<file path="src/rtl/sdram_req_bridge_if.sv">
// sdram_req_bridge_if: command, controller and status bundle of the bridge.
// slave is the bridge side, master is the system/controller side.
interface sdram_req_bridge_if #(
    parameter int ADDR_WIDTH = 23,
    parameter int DATA_WIDTH = 32
);
    logic                  cmd_valid;
    logic                  cmd_ready;
    logic                  cmd_we;
    logic [ADDR_WIDTH-1:0] cmd_addr;
    logic [DATA_WIDTH-1:0] cmd_wdata;
    logic                  rsp_valid;
    logic [DATA_WIDTH-1:0] rsp_data;
    logic                  ctrl_req;
    logic                  ctrl_ack;
    logic [ADDR_WIDTH-1:0] ctrl_addr;
    logic                  ctrl_wr_en;
    logic [DATA_WIDTH-1:0] ctrl_wr_data;
    logic [DATA_WIDTH-1:0] ctrl_rd_data;
    logic                  ctrl_rd_ready;
    logic                  timeout_err;
    logic                  proto_err;

    modport slave (
        input  cmd_valid, cmd_we, cmd_addr, cmd_wdata,
        input  ctrl_ack, ctrl_rd_data,
        output cmd_ready, rsp_valid, rsp_data,
        output ctrl_req, ctrl_addr, ctrl_wr_en,
        output ctrl_wr_data, ctrl_rd_ready,
        output timeout_err, proto_err
    );

    modport master (
        output cmd_valid, cmd_we, cmd_addr, cmd_wdata,
        output ctrl_ack, ctrl_rd_data,
        input  cmd_ready, rsp_valid, rsp_data,
        input  ctrl_req, ctrl_addr, ctrl_wr_en,
        input  ctrl_wr_data, ctrl_rd_ready,
        input  timeout_err, proto_err
    );
endinterface

</file>
<file path="src/rtl/sdram_req_bridge.sv">
// sdram_req_bridge: command FIFO with req/ack front-end to the SDRAM controller.
// Define SDRAM_REQ_BRIDGE_STATS_EN to add read/write/occupancy statistics.
module sdram_req_bridge #(
    parameter int ADDR_WIDTH  = 23,
    parameter int DATA_WIDTH  = 32,
    parameter int DEPTH       = 4,
    parameter int RD_LAT      = 12,
    parameter int ACK_TIMEOUT = 65535
) (
    input logic clk,
    input logic reset,
    sdram_req_bridge_if.slave bus
`ifdef SDRAM_REQ_BRIDGE_STATS_EN
    ,
    output logic [15:0]           stat_rd_cnt,
    output logic [15:0]           stat_wr_cnt,
    output logic [$clog2(DEPTH):0] stat_max_occ
`endif
);
    localparam int AW = $clog2(DEPTH);
    localparam int EW = 1 + ADDR_WIDTH + DATA_WIDTH;
    localparam int CW = $clog2(ACK_TIMEOUT + 1);

    typedef enum logic [1:0] {S_IDLE, S_REQ, S_GAP} state_t;

    state_t          state, state_nxt;
    logic [EW-1:0]   mem [DEPTH];
    logic [AW:0]     wptr, rptr;
    logic            full, empty;
    logic            push, pop, pop_rd;
    logic [EW-1:0]   head;
    logic [CW-1:0]   wait_cnt, wait_cnt_nxt;
    logic            terr_set;
    logic [RD_LAT-1:0] rd_pipe;
    logic [RD_LAT:0]   rd_tap;

    assign empty = (wptr == rptr);
    assign full  = (wptr[AW] != rptr[AW]) &&
                   (wptr[AW-1:0] == rptr[AW-1:0]);

    assign bus.cmd_ready     = !full;
    assign bus.ctrl_rd_ready = 1'b1;
    assign bus.ctrl_req      = (state == S_REQ);

    assign push   = bus.cmd_valid && !full;
    assign pop    = bus.ctrl_ack && bus.ctrl_req;
    assign head   = empty ? '0 : mem[rptr[AW-1:0]];
    assign pop_rd = pop && !head[EW-1];

    assign bus.ctrl_wr_en   = head[EW-1];
    assign bus.ctrl_addr    = head[EW-2 -: ADDR_WIDTH];
    assign bus.ctrl_wr_data = head[DATA_WIDTH-1:0];

    always_ff @(posedge clk) begin
        if (push)
            mem[wptr[AW-1:0]] <= {bus.cmd_we, bus.cmd_addr, bus.cmd_wdata};
    end

    always_ff @(posedge clk or posedge reset) begin
        if (reset) begin
            wptr <= '0;
            rptr <= '0;
        end else begin
            if (push) wptr <= wptr + 1'b1;
            if (pop)  rptr <= rptr + 1'b1;
        end
    end

    always_ff @(posedge clk or posedge reset) begin
        if (reset) begin
            state    <= S_IDLE;
            wait_cnt <= '0;
        end else begin
            state    <= state_nxt;
            wait_cnt <= wait_cnt_nxt;
        end
    end

    // The wait counter saturates so a stuck controller keeps req asserted.
    always_comb begin
        state_nxt    = state;
        wait_cnt_nxt = '0;
        terr_set     = 1'b0;
        unique case (state)
            S_IDLE: begin
                if (!empty || push) state_nxt = S_REQ;
            end
            S_REQ: begin
                if (bus.ctrl_ack) begin
                    state_nxt = S_GAP;
                end else if (wait_cnt >= CW'(ACK_TIMEOUT - 1)) begin
                    wait_cnt_nxt = CW'(ACK_TIMEOUT);
                    terr_set     = 1'b1;
                end else begin
                    wait_cnt_nxt = wait_cnt + 1'b1;
                end
            end
            S_GAP: begin
                state_nxt = (!empty || push) ? S_REQ : S_IDLE;
            end
            default: state_nxt = S_IDLE;
        endcase
    end

    always_ff @(posedge clk or posedge reset) begin
        if (reset) begin
            bus.timeout_err <= 1'b0;
            bus.proto_err   <= 1'b0;
        end else begin
            if (terr_set) bus.timeout_err <= 1'b1;
            if (bus.ctrl_ack && !bus.ctrl_req) bus.proto_err <= 1'b1;
        end
    end

    // rd_tap[k] marks a read acked k cycles ago; data is caught one cycle early.
    assign rd_tap        = {rd_pipe, pop_rd};
    assign bus.rsp_valid = rd_tap[RD_LAT];

    always_ff @(posedge clk or posedge reset) begin
        if (reset) begin
            rd_pipe      <= '0;
            bus.rsp_data <= '0;
        end else begin
            rd_pipe <= rd_tap[RD_LAT-1:0];
            if (rd_tap[RD_LAT-1]) bus.rsp_data <= bus.ctrl_rd_data;
        end
    end

`ifdef SDRAM_REQ_BRIDGE_STATS_EN
    logic [AW:0] occ;

    assign occ = wptr - rptr;

    always_ff @(posedge clk or posedge reset) begin
        if (reset) begin
            stat_rd_cnt  <= '0;
            stat_wr_cnt  <= '0;
            stat_max_occ <= '0;
        end else begin
            if (pop && head[EW-1])  stat_wr_cnt <= stat_wr_cnt + 1'b1;
            if (pop && !head[EW-1]) stat_rd_cnt <= stat_rd_cnt + 1'b1;
            if (occ > stat_max_occ) stat_max_occ <= occ;
        end
    end
`endif
endmodule

</file>
<file path="src/flat_wrapper.sv">
// flat-port wrapper written by rule: the top's interface ports become plain ports
module sdram_req_bridge_flat 
#(
    parameter int ADDR_WIDTH  = 23,
    parameter int DATA_WIDTH  = 32,
    parameter int DEPTH       = 4,
    parameter int RD_LAT      = 12,
    parameter int ACK_TIMEOUT = 65535
)
  (clk, reset, bus_cmd_valid, bus_cmd_we, bus_cmd_addr, bus_cmd_wdata, bus_ctrl_ack, bus_ctrl_rd_data, bus_cmd_ready, bus_rsp_valid, bus_rsp_data, bus_ctrl_req, bus_ctrl_addr, bus_ctrl_wr_en, bus_ctrl_wr_data, bus_ctrl_rd_ready, bus_timeout_err, bus_proto_err);
  sdram_req_bridge_if #(.ADDR_WIDTH(ADDR_WIDTH), .DATA_WIDTH(DATA_WIDTH)) bus_i ();
  input logic clk;
  input logic reset;
  input wire logic [$bits(bus_i.cmd_valid)-1:0] bus_cmd_valid;
  input wire logic [$bits(bus_i.cmd_we)-1:0] bus_cmd_we;
  input wire logic [$bits(bus_i.cmd_addr)-1:0] bus_cmd_addr;
  input wire logic [$bits(bus_i.cmd_wdata)-1:0] bus_cmd_wdata;
  input wire logic [$bits(bus_i.ctrl_ack)-1:0] bus_ctrl_ack;
  input wire logic [$bits(bus_i.ctrl_rd_data)-1:0] bus_ctrl_rd_data;
  output wire logic [$bits(bus_i.cmd_ready)-1:0] bus_cmd_ready;
  output wire logic [$bits(bus_i.rsp_valid)-1:0] bus_rsp_valid;
  output wire logic [$bits(bus_i.rsp_data)-1:0] bus_rsp_data;
  output wire logic [$bits(bus_i.ctrl_req)-1:0] bus_ctrl_req;
  output wire logic [$bits(bus_i.ctrl_addr)-1:0] bus_ctrl_addr;
  output wire logic [$bits(bus_i.ctrl_wr_en)-1:0] bus_ctrl_wr_en;
  output wire logic [$bits(bus_i.ctrl_wr_data)-1:0] bus_ctrl_wr_data;
  output wire logic [$bits(bus_i.ctrl_rd_ready)-1:0] bus_ctrl_rd_ready;
  output wire logic [$bits(bus_i.timeout_err)-1:0] bus_timeout_err;
  output wire logic [$bits(bus_i.proto_err)-1:0] bus_proto_err;
  assign bus_i.cmd_valid = bus_cmd_valid;
  assign bus_i.cmd_we = bus_cmd_we;
  assign bus_i.cmd_addr = bus_cmd_addr;
  assign bus_i.cmd_wdata = bus_cmd_wdata;
  assign bus_i.ctrl_ack = bus_ctrl_ack;
  assign bus_i.ctrl_rd_data = bus_ctrl_rd_data;
  assign bus_cmd_ready = bus_i.cmd_ready;
  assign bus_rsp_valid = bus_i.rsp_valid;
  assign bus_rsp_data = bus_i.rsp_data;
  assign bus_ctrl_req = bus_i.ctrl_req;
  assign bus_ctrl_addr = bus_i.ctrl_addr;
  assign bus_ctrl_wr_en = bus_i.ctrl_wr_en;
  assign bus_ctrl_wr_data = bus_i.ctrl_wr_data;
  assign bus_ctrl_rd_ready = bus_i.ctrl_rd_ready;
  assign bus_timeout_err = bus_i.timeout_err;
  assign bus_proto_err = bus_i.proto_err;
  sdram_req_bridge #(.ADDR_WIDTH(ADDR_WIDTH), .DATA_WIDTH(DATA_WIDTH), .DEPTH(DEPTH), .RD_LAT(RD_LAT), .ACK_TIMEOUT(ACK_TIMEOUT)) u_core (.clk(clk), .reset(reset), .bus(bus_i));
endmodule
</file>
<file path="config.mk">
export PLATFORM = sky130hd
export DESIGN_NAME = sdram_req_bridge_flat
export DESIGN_NICKNAME = d
export VERILOG_FILES = /design/src/rtl/sdram_req_bridge_if.sv /design/src/rtl/sdram_req_bridge.sv /design/src/flat_wrapper.sv
export SDC_FILE = /design/constraint.sdc
export NUM_CORES = 1
export LEC_CHECK = 0
export CELL_PAD_IN_SITES_DETAIL_PLACEMENT = 1
export CELL_PAD_IN_SITES_GLOBAL_PLACEMENT = 2
export CORE_ASPECT_RATIO = 1.25
export CORE_MARGIN = 4
export CORE_UTILIZATION = 41
export CTS_BUF_LIST = sky130_fd_sc_hd__clkbuf_8
export DETAILED_ROUTE_END_ITERATION = 6
export PLACE_DENSITY = 0.85
export SETUP_SLACK_MARGIN = 0.3
export SYNTH_ARGS = -nofsm -noshare
export SYNTH_HDL_FRONTEND = slang
export SYNTH_SLANG_ARGS = --single-unit
</file>
<file path="constraint.sdc">
create_clock -name clk -period 6.9 [get_ports clk]
set_input_delay 1.38 -clock clk [delete_from_list [all_inputs] [get_ports clk]]
set_output_delay 1.38 -clock clk [all_outputs]
set_load 0.1 [all_outputs]
</file>
==> summary.txt, run 1 <==
Setup path
  • CP Capture Type: output port
  • WP data required: ~5.5 ns
  • Critical-path top delay cell: clkdlybuf4s50_1
  • Worst path arrival time: between 3 and 4 ns
  • CP Max Fanout: 31
  • Crit path kind: reg -> out
  • CP Buf/Inv Count: 2
  • Critical path's top delay family: buffers and inverters
  • CP Cell Sequence: buf_4 > mux4_2 > nor2b_1 > clkdlybuf4s50_1
  • Largest stage delay, worst path: about 1.0 ns
  • Startpoint class of the critical path: register

Clocking
  • Clock insertion delay at the later pin of the skew report: approximately 0.53 ns
  • Post-CTS sizing: 0
  • CTS max path bufs: 3
  • Post-CTS Setup Repair Bufs: 0
  • TritonCTS clock tree: yes
  • Post-CTS Hold Fix Bufs: 0
  • Reg clk slew, reported paths: 0.06 ns
  • CTS Buf Count: between 40 and 50
  • Root Driver: clkbuf_8
  • Clock sinks: 294
  • H-Tree Level Count: 2

Floorplan
  • Die H: just under 200 um
  • Die area: around 30000 um^2
  • Initial Util: between 40% and 50%
  • # IOs: 186
  • Die X: 157 um
  • Placeable Area: approximately 27000 um^2
  • Rows: 67

Min path
  • Worst Hold Class: reg -> reg

Job
  • Number of max-cap violations: 0

GRT
  • Total GRT Usage: roughly 16%
  • Vias in the first global route: 6806
  • Global-route wire length before repair: between 30000 and 40000 um
  • Met1 usage: ~20%
  • GRT met2 Usage: 28.9%
  • Grt peak-use layer: met2
  • Total gr overflow: 0
  • Initial antenna violation count: 1
  • GR Util met3: under 10%
  • Largest net degree at the start of global routing: between 70 and 80

Logic synthesis
  • Largest area contributor in the netlist: edfxtp_1
  • Synth Net Count: roughly 660
  • Syn Area/Cell: about 20 um^2
  • Post-synth cell types: 39
  • Seq/Total Area, Yosys: between 70% and 80%
  • Leading cell types by total area after synthesis: edfxtp_1, dfrtp_1, mux4_2
  • Ys flop type: edfxtp_1
  • Post-synth EDFFs: between 200 and 250
  • Gate Count Post-Synth: between 500 and 600
  • Synthesized area: ~11000 um^2
  • Asr flop ratio synth: 23.8%
  • Post-synth top area share: between 50 and 60%
  • Yosys reg bits: about 290
  • Ys Warns: 0

Layout
  • Non-filler cells, final: roughly 1.2k
  • Area occupied by multi-input gates: between 2000 and 3000 um^2
  • Area grow syn2layout: 26.4%
  • Antenna cells: 0
  • Layout fillers: approximately 2.5k
  • Register area: between 8000 and 9000 um^2
  • Share of post-route cells with drive strength above 1: a little over a fifth
  • Nets: between 800 and 900

Drt
  • Number of routed nets with antenna violations: 0
  • Vias per cell: between 5 and 6
  • DRC errors left: 0
  • Wire length per cell: approximately 21 um
  • Initial DRC count: 286
  • Via count: 5858
  • Total Wirelength: around 24000 um
  • First-pass detailed-route iteration total: 4

Timing
  • Worst-Margin Slew: 1.28 ns
  • Max frequency: 194 MHz
  • Final period util: about three quarters
  • Period minus WS final: 5.15 ns
  • Slew Limit Headroom: between 10% and 20%
  • Final setup violation count: 0
  • Fin. Hold Viols: 0
  • RSZ-0062 raised after global routing: false
  • Worst Skew: 0.0201 ns
  • PnR worst setup slack: roughly 1.7 ns
  • Slew Viols, Final: 0
  • Setup TNS: 0 ns

Placement
  • Worst slack, placed: about 2.2 ns
  • Placed cell count: 1073
  • # port buffers: about 180
  • Final GP Congestion: 0.775
  • DP Wirelength: about 15000 um

Run status
  • Outcome: completed
layout by cell type (no fill, tap or decap), drive strengths merged:
cell type      instances
edfxtp               224
clkdlybuf4s50        184
dfrtp                 70
nor2b                 57
mux4                  56
clkbuf                50
mux2                  34
inv                   25
xnor2                 15
a21oi                 15
clkinv                13
buf                    8
nand2                  8
ha                     7
nor4                   7
nand3                  6
xor2                   5
nor2                   5
and3                   5
nor3                   3
nand4                  2
o21bai                 2
or3                    1
o211ai                 1
a31o                   1
a31oi                  1
o21ai                  1
conb                   1
bufinv                 1
cells in the mapped netlist, drive strengths merged, types with 6 or more instances:
library cell	instances
a21oi	15
xnor2	15
dfrtp	70
nand2	8
mux4	56
mux2	34
edfxtp	224
nor2b	57
buf	23
inv	9
ha	7
nor4	7
nand3	6
routing by layer:
metal	share of wire, %	vias to the layer above
li1	-	2618
met1	40	3008
met2	53	192
met3	6.2	38
met4	1.5	2
met5	0.050	-
path summary, 6_finish.rpt:
path / start / to / slack, ns / cells past startpoint
setup reg to reg: u_core.rptr[1] / u_core.mem[1][48] / 3.65 / 4
max in group asynchronous: reset / u_core.rptr[0] / 4.81 / 3
hold / removal: u_core.rd_pipe[5] / u_core.rd_pipe[6] / 0.35 / 0
min in group asynchronous: reset / u_core.wptr[0] / 1.45 / 3
setup / recovery: u_core.rptr[0] / bus_ctrl_wr_en / 1.75 / 4
hold reg to reg: u_core.rd_pipe[5] / u_core.rd_pipe[6] / 0.35 / 0
final cells by class:
| cell class | instances | area share [%] |
|---|---|---|
| Sequential cell | 294 | 59.0 |
| Clock inverter | 30 | 1.03 |
| Timing Repair Buffer | 192 | 13.2 |
| Tap cell | 345 | 3.00 |
| Clock buffer | 50 | 4.79 |
| Multi-Input combinational cell | 233 | 18.7 |
| Inverter | 9 | 0.235 |
cell families after synthesis:
kind of cell,Yosys count,synth area share (%)
flops,294,74.6
simple gates,94,5.40
mux,90,14.5
buf+inv,37,1.84
compound gates,21,1.41
xor+xnor,20,1.54
fa+ha+maj,7,0.770
other cells,1,0.0330
registers in the layout, summed over array words and instances (netlist names):
signal                  cells
u_core.bus.rsp_data        32
u_core.mem                224
u_core.wait_cnt            16
u_core.bus.proto_err        1
u_core.wptr                 3
u_core.rptr                 3
u_core.state                2
u_core.bus.timeout_err      1
u_core.rd_pipe             12
stage by stage:
stage | util (%) | hold slack, ns | instance area (um^2)
after floorplan | - | 0.331 | 11400
after global placement | 50.0 | 0.333 | 13500
after detailed placement | 50.0 | 0.336 | 13500
after CTS | 53.1 | 0.351 | 14400
after global routing | 53.1 | 0.352 | 14400
final | 53.1 | 0.351 | 14400
Power of run 1 is left out: the tool's default activity adds up to more than one toggle a clock period on the data nets, which glitch-free logic cannot reach.
==> run 2: changes to the inputs <==
--- a/config.mk
+++ b/config.mk
@@ -9,10 +9,10 @@
 export CELL_PAD_IN_SITES_GLOBAL_PLACEMENT = 2
 export CORE_ASPECT_RATIO = 1.25
 export CORE_MARGIN = 4
-export CORE_UTILIZATION = 41
+export CORE_UTILIZATION = 37
 export CTS_BUF_LIST = sky130_fd_sc_hd__clkbuf_8
 export DETAILED_ROUTE_END_ITERATION = 6
-export PLACE_DENSITY = 0.85
+export PLACE_DENSITY = 0.81
 export SETUP_SLACK_MARGIN = 0.3
 export SYNTH_ARGS = -nofsm -noshare
 export SYNTH_HDL_FRONTEND = slang
==> constraint.sdc (replaced) <==
create_clock -name clk -period 4.24 [get_ports clk]
set_input_delay 0.848 -clock clk [delete_from_list [all_inputs] [get_ports clk]]
set_output_delay 0.848 -clock clk [all_outputs]
set_load 0.1 [all_outputs]
==> run 2 against run 1 <==
  * Routed wire length grew 0.81%
  * Final area is essentially flat
  * Non-clock buffer count shrank 1
  * Global-route usage shrank 1.6 points
  * Setup slack lost 1.2 ns
  * Count of clock-buffer cells in the layout shrank 1
  * Sequential share of layout area is essentially flat
  * Sequential cell count is the same
  * Die area grew 10%
  * Via count shrank 0.79%
  * Cell count grew 4.9%
  * First-iteration DRC count grew 7.3%
  * Critical path type unchanged
  * Largest cell class unchanged
==> summary.txt, run 2 (synthesized netlist as in run 1, its figures left out) <==
Setup path
  • Startpoint class of the critical path: register
  • Worst path arrival time: 2.81 ns (-0.96 ns)
  • Crit path kind: reg -> out
  • CP Capture Type: output port
  • WP data required: 3.39 ns (-2.13 ns)
  • CP Max Fanout: 34 (+9.7%)
  • Crit-path most repeated cell: buf_4
  • Reg-to-reg critical path startpoint: u_core.rptr[0]
  • CP Cell Sequence: buf_4 > mux4_2 > nor2b_1 > buf_4
  • Largest stage delay, worst path: 0.89 ns (-0.14 ns)
  • CP Launch Point: u_core.rptr[0]
  • Flop2flop setup slack: 1.46 ns (-2.19 ns)
  • Critical-path top delay cell: dfrtp_4

Timing
  • RSZ-0062 raised after global routing: false
  • Fin. Hold Viols: 0 (unchanged)
  • Setup TNS: 0 ns (unchanged)
  • Slew Viols, Final: 0 (unchanged)
  • Worst Skew: 0.0151 ns (-0.00505 ns)
  • Period minus WS final: around 3.7 ns
  • Slew Limit Headroom: 14.1% (-0.48 points)
  • Max frequency: about 270 MHz
  • Worst-Margin Slew: 1.29 ns (+0.00713 ns)
  • Final period util: between 80% and 90%
  • Final setup violation count: 0 (unchanged)

Floorplan
  • Rows: 71 (+6.0%)
  • Die H: 204 um (+5.1%)
  • Placeable Area: 30200 um^2 (+12%)
  • # IOs: 186 (unchanged)
  • Die X: 165 um (+5.0%)
  • Initial Util: 37.7% (-4.3 points)
  • Die area: 33600 um^2 (+10%)

Drt
  • Wire length per cell: 20.1 um (-3.9%)
  • Vias per cell: 4.81 (-5.4%)
  • Total Wirelength: 24400 um (+0.81%)
  • DRC errors left: 0 (unchanged)
  • Via count: 5812 (-0.79%)
  • First-pass detailed-route iteration total: 5 (+1)
  • Number of routed nets with antenna violations: 0 (unchanged)
  • Initial DRC count: 307 (+7.3%)

Placement
  • # port buffers: 184 (unchanged)
  • DP Wirelength: 15500 um (+1.0%)
  • Final GP Congestion: 0.736 (-5.1%)

GRT
  • Vias in the first global route: 6707 (-1.5%)
  • Global-route wire length before repair: 37500 um (-2.3%)
  • Total GRT Usage: 14.4% (-1.6 points)
  • Total gr overflow: 0 (unchanged)
  • Initial antenna violation count: 3 (+2)
  • Largest net degree at the start of global routing: 58 (-18%)

Run status
  • Outcome: completed

Layout
  • Commonest cells after routing, fill and taps aside: edfxtp_1, clkdlybuf4s50_1, dfrtp_1, buf_4, nor2b_1
  • Nets: 872 (-0.23%)
  • Core Util, Final: 47.6% (-5.5 points)
  • Share of post-route cells with drive strength above 1: 28.9% (+8.0 points)
  • Layout fillers: 2864 (+15%)
  • Most common cell after layout, fill and taps aside: edfxtp_1
  • Max reg flops: 224 (unchanged)
  • Area grow syn2layout: 26.5% (about the same)

Clocking
  • CTS Buf Count: 44 (-2.2%)
  • TritonCTS clock tree: yes
  • CTS max path bufs: 3 (unchanged)
  • Post-CTS Hold Fix Bufs: 0 (unchanged)
  • Reg clk slew, reported paths: 0.06 ns (about the same)
  • Clock insertion delay at the later pin of the skew report: 0.56 ns (+0.03 ns)
  • Root Driver: clkbuf_8
  • Post-CTS sizing: 0 (unchanged)
  • H-Tree Level Count: 2 (unchanged)
  • Clock sinks: 294 (unchanged)
  • Post-CTS Setup Repair Bufs: 0 (unchanged)

Min path
  • Hold Startpoint: u_core.rd_pipe[9]
  • Worst Hold Class: reg -> reg

Job
  • Number of max-cap violations: 0 (unchanged)
[run 2: cell types whose count changed in the layout (fill, tap and decap cells not counted), sizes merged]
cell / delta
buf: +56
bufinv: +3
clkdlybuf4s50: -57
clkbuf: -1
inv: -7
diode: +1
clkinv: +5
[run 2: area by class of cell]
class | count | area, um^2 | area share [%]
diodes | 1 | 2.50 | 0.0174
clock buffers | 49 | 674 | 4.69
clock inverters | 31 | 238 | 1.65
inverters | 9 | 33.8 | 0.235
multi-input cells | 233 | 2700 | 18.8
flip-flops and latches | 294 | 8490 | 59.0
well taps | 401 | 502 | 3.49
repair buffers | 191 | 1750 | 12.2
[run 2: path summary, 6_finish.rpt]
path                                       to  cells past startpoint
setup / recovery             bus_ctrl_addr[8]                      4
hold / removal             u_core.rd_pipe[10]                      0
setup reg to reg            u_core.mem[3][19]                      3
hold reg to reg            u_core.rd_pipe[10]                      0
max in group asynchronous      u_core.rptr[0]                      3
min in group asynchronous   u_core.rd_pipe[5]                      2
[run 2: metal layers]
layer	routed length, um	GRT usage, %
met1	9680	17.4
met2	12300	24.9
met5	40	0
met4	514	3.86
met3	1870	4.74
[run 2: critical path: cells and delay by family, from the launching register on]
kind	cells	cell delay, ns
buffers and inverters	2	0.65
and+or+nand+nor	1	0.15
DFF	1	0.89
muxes	1	0.54
[run 2: stage by stage]
step                      worst slack (ns)  cells  hold slack [ns]  cell area, um^2
after global routing                 0.364   1209            0.359            14400
after detailed placement              1.09   1128            0.336            13500
after global placement                1.12   1128            0.337            13500
final                                0.587   1209            0.351            14400
after CTS                            0.469   1208            0.352            14400
after floorplan                      0.930    564            0.331            11400
Power of run 2 is left out for the same reason.
==> run 3: changes to the inputs <==
--- a/config.mk
+++ b/config.mk
@@ -9,11 +9,12 @@
 export CELL_PAD_IN_SITES_GLOBAL_PLACEMENT = 2
 export CORE_ASPECT_RATIO = 1.25
 export CORE_MARGIN = 4
-export CORE_UTILIZATION = 37
+export CORE_UTILIZATION = 41
 export CTS_BUF_LIST = sky130_fd_sc_hd__clkbuf_8
 export DETAILED_ROUTE_END_ITERATION = 6
-export PLACE_DENSITY = 0.81
+export PLACE_DENSITY = 0.85
 export SETUP_SLACK_MARGIN = 0.3
+export SLEW_MARGIN = 10
 export SYNTH_ARGS = -nofsm -noshare
 export SYNTH_HDL_FRONTEND = slang
 export SYNTH_SLANG_ARGS = --single-unit
==> constraint.sdc (replaced) <==
create_clock -name clk -period 3.8 [get_ports clk]
set_input_delay 0.76 -clock clk [delete_from_list [all_inputs] [get_ports clk]]
set_output_delay 0.76 -clock clk [all_outputs]
set_load 0.1 [all_outputs]
==> run 3 against run 2 <==
  * Setup slack got worse by 0.073 ns
  * Final area rose by 0.41%
  * Critical path depth unchanged
  * Die area shrank 9.3%
  * Register-to-register slack worse by 0.19 ns
  * Clock skew increased by 0.016 ns
  * Count of clock-buffer cells in the layout grew 1
  * Via count is 1.2% higher
  * Critical endpoint is now bus_ctrl_addr[20]
==> summary.txt, run 3 (synthesized netlist as in run 1, its figures left out) <==
Clocking
  • CTS Buf Count: 46 (+4.5%)
  • Post-CTS sizing: 0 (unchanged)
  • Clock insertion delay at the later pin of the skew report: 0.57 ns (about the same)
  • TritonCTS clock tree: yes
  • Root Driver: clkbuf_8
  • CTS max path bufs: 3 (unchanged)
  • Clock sinks: 294 (unchanged)
  • Reg clk slew, reported paths: 0.06 ns (about the same)
  • Post-CTS Hold Fix Bufs: 0 (unchanged)
  • H-Tree Level Count: 2 (unchanged)
  • Post-CTS Setup Repair Bufs: 1 (+1)

Drt
  • Wire length per cell: 21.0 um (+4.4%)
  • Number of routed nets with antenna violations: 0 (unchanged)
  • Via count: 5881 (+1.2%)
  • Vias per cell: 5.06 (+5.2%)
  • Initial DRC count: 229 (-25%)
  • Total Wirelength: 24500 um (+0.39%)
  • DRC errors left: 0 (unchanged)
  • First-pass detailed-route iteration total: 4 (-1)

Layout
  • Area occupied by multi-input gates: 2690 um^2 (-0.42%)
  • Share of post-route cells with drive strength above 1: 29.9% (+0.99 points)
  • Register area: 8480 um^2 (about the same)
  • Core Util, Final: 53.4% (+5.7 points)
  • Max reg flops: 224 (unchanged)
  • Final instance area: 14400 um^2 (+0.41%)
  • Most common cell after layout, fill and taps aside: edfxtp_1
  • Area grow syn2layout: 27.0%
  • Layout fillers: 2485 (-13%)
  • Commonest cells after routing, fill and taps aside: edfxtp_1, clkdlybuf4s50_1, dfrtp_1, buf_4, nor2b_1
  • Nets: 880 (+0.92%)

Floorplan
  • Die area: 30500 um^2 (-9.3%)
  • # IOs: 186 (unchanged)
  • Die X: 157 um (-4.8%)
  • Rows: 67 (-5.6%)
  • Initial Util: 42.0% (+4.3 points)
  • Placeable Area: 27100 um^2 (-10%)
  • Die H: 194 um (-4.8%)

Placement
  • # port buffers: 184 (unchanged)
  • Placed Area: 13500 um^2 (+0.29%)
  • Final GP Congestion: 0.789 (+7.2%)
  • DP Wirelength: 15800 um (+2.0%)

GRT
  • Total gr overflow: 0 (unchanged)
  • Vias in the first global route: 6855 (+2.2%)
  • Global-route wire length before repair: 38400 um (+2.4%)
  • Largest net degree at the start of global routing: 40 (-31%)
  • Initial antenna violation count: 2 (-1)
  • Total GRT Usage: 16.3% (+1.9 points)

Timing
  • Slew Limit Headroom: 32.1% (+18 points)
  • RSZ-0062 raised after global routing: false
  • Fin. Hold Viols: 0 (unchanged)
  • Worst Skew: 0.0314 ns (+0.0163 ns)
  • Max frequency: between 300 and 400 MHz
  • Period minus WS final: 3.29 ns
  • Worst-Margin Slew: 1.02 ns (-0.272 ns)
  • Final period util: around 86%
  • Slew Viols, Final: 0 (unchanged)
  • Setup TNS: 0 ns (unchanged)
  • Final setup violation count: 0 (unchanged)

Setup path
  • Reg-to-reg critical path startpoint: u_core.rptr[0]
  • Crit path kind: reg -> out
  • Worst R2R Path Depth: 4 (+1)
  • Startpoint class of the critical path: register
  • CP Max Fanout: 14 (-59%)
  • CP Capture Type: output port
  • Flop2flop setup slack: 1.27 ns (-0.19 ns)
  • Worst path arrival time: 2.53 ns (-0.28 ns)
  • WP data required: 3.04 ns (-0.35 ns)
  • Reg2Reg Capture Point: u_core.mem[1][4]

Run status
  • Outcome: completed

Min path
  • WHS Path Cells: 0 (unchanged)
  • Hold Startpoint: u_core.rd_pipe[2]
  • Endpoint, Worst Hold: u_core.rd_pipe[3]
  • Worst Hold Class: reg -> reg

Job
  • Number of max-cap violations: 0 (unchanged)
-- run 3: changes by cell type in the layout (fill, tap and decap cells not counted), moves of 3 or more --
cell      delta
and3_2       +3
and3_4       -3
buf_12       +7
clkinv_1     -3
inv_1        +4
-- run 3: layout make-up --
| class | count | area share, % |
|---|---|---|
| clock inverter | 34 | 1.58 |
| timing repair buffer | 197 | 13.1 |
| sequential | 294 | 58.7 |
| antenna | 1 | 0.0173 |
| inverter | 9 | 0.234 |
| multi-input combinational | 233 | 18.6 |
| tap | 345 | 2.99 |
| clock buffer | 50 | 4.76 |
-- run 3: metrics by stage --
stage                     cells  hold WS (ns)  setup WS (ns)
after floorplan             564         0.331          0.578
after global placement     1077         0.336          0.866
after detailed placement   1077         0.337          0.869
after CTS                  1162         0.352          0.403
after global routing       1163         0.357          0.317
final                      1163         0.349          0.514
-- run 3: worst max-delay path, cell delays in order, from the launching register on --
cell     delay [ns]
dfrtp_4        0.63
buf_4          0.36
mux4_2         0.55
nor2b_1        0.15
buf_4          0.25
-- run 3: how the worst max path moves through the flow --
stage | start | endpoint | slack (ns) | cells after the start
2_1_floorplan | u_core.rptr[0] | bus_ctrl_wr_data[16] | 0.58 | 5
3_3_place_gp | u_core.rptr[0] | bus_ctrl_addr[19] | 0.87 | 4
3_5_place_dp | u_core.rptr[0] | bus_ctrl_addr[19] | 0.87 | 4
4_1_cts | u_core.rptr[0] | bus_ctrl_addr[19] | 0.40 | 4
5_1_grt | u_core.rptr[0] | bus_ctrl_addr[14] | 0.32 | 4
6_report | u_core.rptr[0] | bus_ctrl_addr[20] | 0.51 | 4
-- run 3: per-layer routing --
| metal | part of all wire [%] | up-vias | global-route usage, % |
|---|---|---|---|
| met5 | 0.033 | - | 0 |
| li1 | - | 2622 | - |
| met4 | 2.4 | 2 | 5.47 |
| met1 | 38 | 3007 | 19.4 |
| met3 | 7.5 | 41 | 5.07 |
| met2 | 52 | 209 | 28.1 |
Power of run 3 is left out for the same reason.
